===== config.mk =====
export PLATFORM = sky130hd
export DESIGN_NAME = full_adder_8b_flat
export DESIGN_NICKNAME = d
export VERILOG_FILES = /design/src/rtl/full_adder_8b_pkg.sv /design/src/rtl/full_adder_8b_if.sv /design/src/rtl/full_adder_1b.sv /design/src/rtl/full_adder_8b.sv /design/src/flat_wrapper.sv
export SDC_FILE = /design/constraint.sdc
export NUM_CORES = 1
export LEC_CHECK = 0
export CAP_MARGIN = 20
export CORE_AREA = 2 2 39 41
export DETAILED_ROUTE_END_ITERATION = 10
export DIE_AREA = 0 0 41 43
export DONT_BUFFER_PORTS = 1
export HOLD_SLACK_MARGIN = 0.03
export PLACE_DENSITY = 0.59
export SETUP_SLACK_MARGIN = 0.02
export SKIP_LAST_GASP = 1
export SYNTH_ARGS = -nofsm -noshare
export SYNTH_HDL_FRONTEND = slang
export SYNTH_HIERARCHICAL = 1
export SYNTH_SLANG_ARGS = --single-unit

===== constraint.sdc =====
create_clock -name clk -period 0.8 [get_ports clk]
set_input_delay 0.12 -clock clk [delete_from_list [all_inputs] [get_ports clk]]
set_output_delay 0.12 -clock clk [all_outputs]
set_load 0.005 [all_outputs]

===== src/rtl/full_adder_8b_pkg.sv =====
// Shared ALU definitions: datapath width and the registered flag bundle
// produced alongside each adder result.
package full_adder_8b_pkg;

  localparam int unsigned ALU_WIDTH = 8;

  typedef struct packed {
    logic carry;
    logic overflow;
    logic zero;
  } alu_flags_t;

endpackage : full_adder_8b_pkg


===== src/rtl/full_adder_8b_if.sv =====
// Operand/result bundle between the ALU control path (master) and the
// registered adder (slave).
interface full_adder_8b_if
  import full_adder_8b_pkg::*;
#(
  parameter int unsigned WIDTH = ALU_WIDTH
);

  logic [WIDTH-1:0] a;
  logic [WIDTH-1:0] b;
  logic             carry_in;
  logic             in_valid;
  logic [WIDTH-1:0] sum;
  logic             carry_out;
  logic             overflow;
  logic             zero;
  logic             out_valid;

  modport master (
    output a, b, carry_in, in_valid,
    input  sum, carry_out, overflow, zero, out_valid
  );

  modport slave (
    input  a, b, carry_in, in_valid,
    output sum, carry_out, overflow, zero, out_valid
  );

endinterface : full_adder_8b_if


===== src/rtl/full_adder_1b.sv =====
// Single-bit full adder cell; chained by full_adder_8b into a ripple carry.
module full_adder_1b (
  input  logic a,
  input  logic b,
  input  logic cin,
  output logic s,
  output logic cout
);

  logic p;

  assign p    = a ^ b;
  assign s    = p ^ cin;
  assign cout = (a & b) | (cin & p);

endmodule : full_adder_1b


===== src/rtl/full_adder_8b.sv =====
// Registered ripple-carry adder: one-cycle latency from operands to
// sum, carry-out, signed overflow and zero flags, plus a valid shadow.
module full_adder_8b
  import full_adder_8b_pkg::*;
#(
  parameter int unsigned WIDTH = ALU_WIDTH
) (
  input  logic           clk,
  input  logic           rst_n,
  full_adder_8b_if.slave bus
);

  logic [WIDTH:0]   c;
  logic [WIDTH-1:0] sum_d;
  logic [WIDTH-1:0] sum_q;
  alu_flags_t       flags_d;
  alu_flags_t       flags_q;
  logic             valid_q;

  assign c[0] = bus.carry_in;

  for (genvar i = 0; i < WIDTH; i++) begin : g_bit
    full_adder_1b u_fa (
      .a    (bus.a[i]),
      .b    (bus.b[i]),
      .cin  (c[i]),
      .s    (sum_d[i]),
      .cout (c[i+1])
    );
  end : g_bit

  // Overflow is taken from the ripple chain itself: carry into MSB vs carry out.
  always_comb begin
    flags_d          = '0;
    flags_d.carry    = c[WIDTH];
    flags_d.overflow = c[WIDTH-1] ^ c[WIDTH];
    flags_d.zero     = (sum_d == '0);
  end

  always_ff @(posedge clk or negedge rst_n) begin
    if (!rst_n) begin
      sum_q   <= '0;
      flags_q <= '0;
      valid_q <= 1'b0;
    end else begin
      sum_q   <= sum_d;
      flags_q <= flags_d;
      valid_q <= bus.in_valid;
    end
  end

  assign bus.sum       = sum_q;
  assign bus.carry_out = flags_q.carry;
  assign bus.overflow  = flags_q.overflow;
  assign bus.zero      = flags_q.zero;
  assign bus.out_valid = valid_q;

endmodule : full_adder_8b


===== src/flat_wrapper.sv =====
// flat-port wrapper written by rule: the top's interface ports become plain ports
module full_adder_8b_flat import full_adder_8b_pkg::*;
#(
  parameter int unsigned WIDTH = ALU_WIDTH
)
  (clk, rst_n, bus_a, bus_b, bus_carry_in, bus_in_valid, bus_sum, bus_carry_out, bus_overflow, bus_zero, bus_out_valid);
  full_adder_8b_if #(.WIDTH(WIDTH)) bus_i ();
  input  logic clk;
  input  logic rst_n;
  input wire logic [$bits(bus_i.a)-1:0] bus_a;
  input wire logic [$bits(bus_i.b)-1:0] bus_b;
  input wire logic [$bits(bus_i.carry_in)-1:0] bus_carry_in;
  input wire logic [$bits(bus_i.in_valid)-1:0] bus_in_valid;
  output wire logic [$bits(bus_i.sum)-1:0] bus_sum;
  output wire logic [$bits(bus_i.carry_out)-1:0] bus_carry_out;
  output wire logic [$bits(bus_i.overflow)-1:0] bus_overflow;
  output wire logic [$bits(bus_i.zero)-1:0] bus_zero;
  output wire logic [$bits(bus_i.out_valid)-1:0] bus_out_valid;
  assign bus_i.a = bus_a;
  assign bus_i.b = bus_b;
  assign bus_i.carry_in = bus_carry_in;
  assign bus_i.in_valid = bus_in_valid;
  assign bus_sum = bus_i.sum;
  assign bus_carry_out = bus_i.carry_out;
  assign bus_overflow = bus_i.overflow;
  assign bus_zero = bus_i.zero;
  assign bus_out_valid = bus_i.out_valid;
  full_adder_8b #(.WIDTH(WIDTH)) u_core (.clk(clk), .rst_n(rst_n), .bus(bus_i));
endmodule

Yosys cells after proc, flatten, opt, wreduce, memory -nomap -nowiden
Cells that the tools add are included.
Widths: inputs -> output; s select.
Operators by class
  bitwise operators: 41
  reductions and logical operators: 1
Operators by type and width (number)
  $xor 1x1->1: 17
  $and 1x1->1: 16
  $logic_not 8->1: 1
  $or 1x1->1: 8
Word-level totals
  register bits after elaboration: 12
  input bits: 20
  output and inout port bits: 12
  logic and storage cells: 47

Logic depth before layout (Yosys ltp)
  depth after elaboration: 18
  mapped depth: 10
  depth with buffers taken out: 10

Hierarchy
Netlist, hierarchy kept.
Modules (own cells, without submodules)
  full_adder_8b: instances 1, cells an instance 16, area each 327.8 µm², sequential area each 300.3 µm²
  full_adder_1b: instances 8, cells an instance 1, area each 20.0 µm², sequential area each 0.0 µm²

Worst setup path after synthesis
No wires, ideal clock.
  path type: in2reg
  start point: in bus_a[0]
  end point: reg u_core.flags_q, in the netlist u_core/bus.zero
  library setup time: 0.072 ns
  arrival time: 3.904 ns
  path slack: -3.176 ns
  stages: 10
  cells stage by stage: fa_1 > fa_1 > fa_1 > fa_1 > fa_1 > fa_1 > fa_1 > fa_1 > or4_1 > nor2_1
RTL lines
  from (decl): line flat_wrapper.sv:10  | input wire logic [$bits(bus_i.a)-1:0] bus_a;
  to (signal assigned): line full_adder_8b.sv:47  | flags_q <= flags_d;
  to (decl): line full_adder_8b.sv:17  | alu_flags_t flags_q;

==> impl_metrics.xml <==
<?xml version="1.0" encoding="UTF-8"?>
<metrics>
  <group name="run_status">
    <metric name="status" unit="">finished with violations</metric>
    <metric name="failed_checks" unit="">setup timing</metric>
  </group>
  <group name="clock_network">
    <metric name="cts.path.max_buffers" unit="">2</metric>
    <metric name="cts_num_sinks" unit="">12</metric>
    <metric name="cts_root_buffer" unit="">sky130_fd_sc_hd__clkbuf_4</metric>
    <metric name="htree_levels" unit="">1</metric>
    <metric name="clkSlewWorstSetupHoldPaths" unit="ns">0.07</metric>
    <metric name="cts_tree" unit="">yes</metric>
    <metric name="cts_buffers" unit="">3</metric>
  </group>
  <group name="drt">
    <metric name="drt_pass1_iterations" unit="">2</metric>
    <metric name="drt-initial-drc-count" unit="">1</metric>
    <metric name="route.detailed.vias_per_inst" unit="">4.813</metric>
    <metric name="drc" unit="">0</metric>
    <metric name="vias" unit="">231</metric>
    <metric name="drt-total-wl" unit="um">710</metric>
    <metric name="ant_nets" unit="">0</metric>
    <metric name="routed_wire_length_per_instance" unit="um">14.79</metric>
  </group>
  <group name="power_and_ir_drop">
    <metric name="p_leak" unit="nW">0.2408</metric>
    <metric name="p_clk_frac" unit="">0.326</metric>
    <metric name="switching_share" unit="">0.2179</metric>
    <metric name="power_frac_seq" unit="">0.545</metric>
    <metric name="switchingPower" unit="mW">0.3002</metric>
    <metric name="power.internal" unit="mW">1.077</metric>
    <metric name="power_density" unit="nW/um2">2284</metric>
    <metric name="vdd_ir_drop_max" unit="mV">0.7036</metric>
    <metric name="comb_power_share" unit="">0.130</metric>
  </group>
  <group name="floorplanning">
    <metric name="placementRows" unit="">14</metric>
    <metric name="initial_core_util" unit="">0.3526</metric>
    <metric name="core-area" unit="um2">1384</metric>
    <metric name="io-pin-count" unit="">32</metric>
    <metric name="floorplan.die_area" unit="um2">1763</metric>
    <metric name="chipWidth" unit="um">41</metric>
    <metric name="floorplan.die.height" unit="um">43</metric>
  </group>
  <group name="synth">
    <metric name="number_of_distinct_library_cells_after_synthesis" unit="">5</metric>
    <metric name="synthesis.area" unit="um2">488.0</metric>
    <metric name="yosys_warnings" unit="">6</metric>
    <metric name="synth.ff_latch_count" unit="">12</metric>
    <metric name="synthesis.area_per_instance" unit="um2">20.33</metric>
    <metric name="syn-num-nets" unit="">52</metric>
    <metric name="synth.yosys.seq_area_share" unit="">0.6154</metric>
    <metric name="instance_count_of_the_mapped_netlist" unit="">24</metric>
  </group>
  <group name="finish">
    <metric name="final_layout_net_count" unit="">61</metric>
    <metric name="layout.cells.most_common" unit="">sky130_fd_sc_hd__dfrtp_1</metric>
    <metric name="drive_gt1_frac" unit="">0.4375</metric>
    <metric name="synthToLayoutAreaGrowth" unit="%">23.59</metric>
    <metric name="layout_common_cells" unit="">12 x sky130_fd_sc_hd__dfrtp_1, 8 x sky130_fd_sc_hd__fa_2, 3 x sky130_fd_sc_hd__clkbuf_4</metric>
    <metric name="diodes" unit="">0</metric>
    <metric name="count_of_fill_cells_added_during_filler_insertion" unit="">122</metric>
    <metric name="design_area" unit="um2">603.1</metric>
  </group>
  <group name="sta">
    <metric name="fin_crit" unit="ns">3.299</metric>
    <metric name="timing.final.crit_share" unit="">4.124</metric>
    <metric name="max_slew_headroom_at_the_worst_pin" unit="">0.6720</metric>
    <metric name="worst_slew_pin_slew" unit="ns">0.4904</metric>
    <metric name="slew_violations" unit="">0</metric>
    <metric name="achievable-frequency" unit="GHz">0.3031</metric>
    <metric name="setup-violations-final" unit="">10</metric>
    <metric name="postLayoutSetupSlackWorst" unit="ns">-2.499</metric>
    <metric name="grt_setup_unrepaired" unit="">yes</metric>
    <metric name="report.final.hold_viol_count" unit="">0</metric>
  </group>
  <group name="placement">
    <metric name="placedInstanceArea" unit="um2">528.0</metric>
    <metric name="portBuffers" unit="">0</metric>
    <metric name="gp_congestion" unit="">0.6621</metric>
    <metric name="dp_worst_setup_slack" unit="ns">-2.999</metric>
  </group>
  <group name="global_routing">
    <metric name="antenna_found_initial" unit="">0</metric>
    <metric name="maximum_number_of_pins_on_one_net_before_global_route_repair" unit="">13</metric>
    <metric name="grt_util_all_layers" unit="">0.1081</metric>
    <metric name="grt_pass1_vias" unit="">307</metric>
    <metric name="grt_pass1_wl" unit="um">1214</metric>
    <metric name="grt.overflow.total" unit="">0</metric>
  </group>
  <group name="setup_path">
    <metric name="critPathArrivalTime" unit="ns">3.49</metric>
    <metric name="worstPathCellList" unit="">fa_2 -&gt; fa_2 -&gt; fa_2 -&gt; fa_2 -&gt; fa_2 -&gt; fa_2 -&gt; fa_2 -&gt; fa_2 -&gt; or4_1 -&gt; nor2_1</metric>
    <metric name="crit_slowest_cell" unit="">sky130_fd_sc_hd__fa_2</metric>
    <metric name="worstPathMaxFanout" unit="">2</metric>
    <metric name="setup.worst_path.class" unit="">in -&gt; reg</metric>
    <metric name="crit_path_end_kind" unit="">register</metric>
    <metric name="cp_most_frequent_cell" unit="">sky130_fd_sc_hd__fa_2</metric>
    <metric name="cp.required" unit="ns">0.99</metric>
    <metric name="slowest_stage_delay_cp" unit="ns">0.43</metric>
    <metric name="setup.worst_path.start_class" unit="">input port</metric>
  </group>
  <group name="run">
    <metric name="cap_violations" unit="">0</metric>
  </group>
  <group name="worst_hold_path">
    <metric name="hold_path.startpoint" unit="">bus_b[4]</metric>
    <metric name="holdPathStages" unit="">1</metric>
    <metric name="whs_endpoint" unit="">u_core/bus.sum[4]</metric>
    <metric name="min_path_type" unit="">in -&gt; reg</metric>
  </group>
</metrics>
routing by layer:
metal	vias to the layer above	GRT usage	wire [um]
met1	115	0.1224	202
met3	2	0.02094	110
met5	-	0	0
li1	93	-	-
met4	0	0.1000	19
met2	21	0.1594	378
per-stage QoR:
step	hold slack, ns	utilization	setup TNS, ns	power, mW	instances
2_1_floorplan	-0.1756	-	-17.77	0.8662	24
3_3_place_gp	-0.1753	0.3816	-18.17	0.9150	40
3_5_place_dp	-0.1753	0.3816	-18.26	0.9248	40
4_1_cts	0.07354	0.4358	-14.19	1.403	48
5_1_grt	0.07572	0.4358	-14.69	1.485	48
6_report	0.07950	0.4358	-14.22	1.378	48
power groups by stage:
stage / Combinational (mW) / Clock, mW / Sequential (mW)
after CTS: 0.185 / 0.463 / 0.755
after global routing: 0.220 / 0.496 / 0.769
after global placement: 0.153 / 0 / 0.762
final: 0.179 / 0.449 / 0.750
after detailed placement: 0.157 / 0 / 0.767
after floorplan: 0.114 / 0 / 0.752
kinds of logic (layout without fill, tap and decap cells):
kind of cell / count (synthesis) / in the layout / share of synthesized area
buffers and inverters: 0 / 8 / 0
AND/OR/NAND/NOR: 3 / 3 / 0.03845
adder cells (fa/ha/maj): 8 / 8 / 0.3282
XOR/XNOR: 1 / 1 / 0.01795
flip-flops: 12 / 12 / 0.6154
cells in the mapped netlist, drive strengths merged:
| master | n | area share |
|---|---|---|
| or4 | 2 | 0.031 |
| nor2 | 1 | 0.0077 |
| fa | 8 | 0.33 |
| dfrtp | 12 | 0.62 |
| xor2 | 1 | 0.018 |
critical path: cells and delay by family:
family / cells / cell delay [ns]
simple gates: 2 / 0.49
fa+ha+maj: 8 / 2.88
worst max-delay path by stage:
stage	start	end	cells past startpoint
2_1_floorplan	bus_a[0]	u_core/bus.zero	10
3_3_place_gp	bus_a[0]	u_core/bus.zero	10
3_5_place_dp	bus_a[0]	u_core/bus.zero	10
4_1_cts	bus_a[0]	u_core/bus.zero	10
5_1_grt	bus_a[0]	u_core/bus.zero	10
6_report	bus_a[0]	u_core/bus.zero	10
area by class of cell:
class / count / area, um2 / area share
tap: 16 / 20.02 / 0.03320
sequential: 12 / 300.3 / 0.4979
timing repair buffer: 4 / 38.79 / 0.06432
multi-input combinational: 12 / 207.7 / 0.3444
clock buffer: 4 / 36.28 / 0.06017
state kept, by name, indices dropped and copies added, names as in the netlist:
signal and flops:
u_core/bus.out_valid 1, u_core/bus.sum 8, u_core/bus.carry_out 1, u_core/bus.overflow 1, u_core/bus.zero 1
repair_timing:
action                                 4_1_cts  5_1_grt
buffers inserted                             2        0
setup endpoints to repair                   10       22
gates cloned                                 0        0
pin swaps                                    8        0
endpoints found under the hold margin       13        0
hold buffers                                 2        0
resized for setup                            1        0
(Power assumes the default switching activity.)
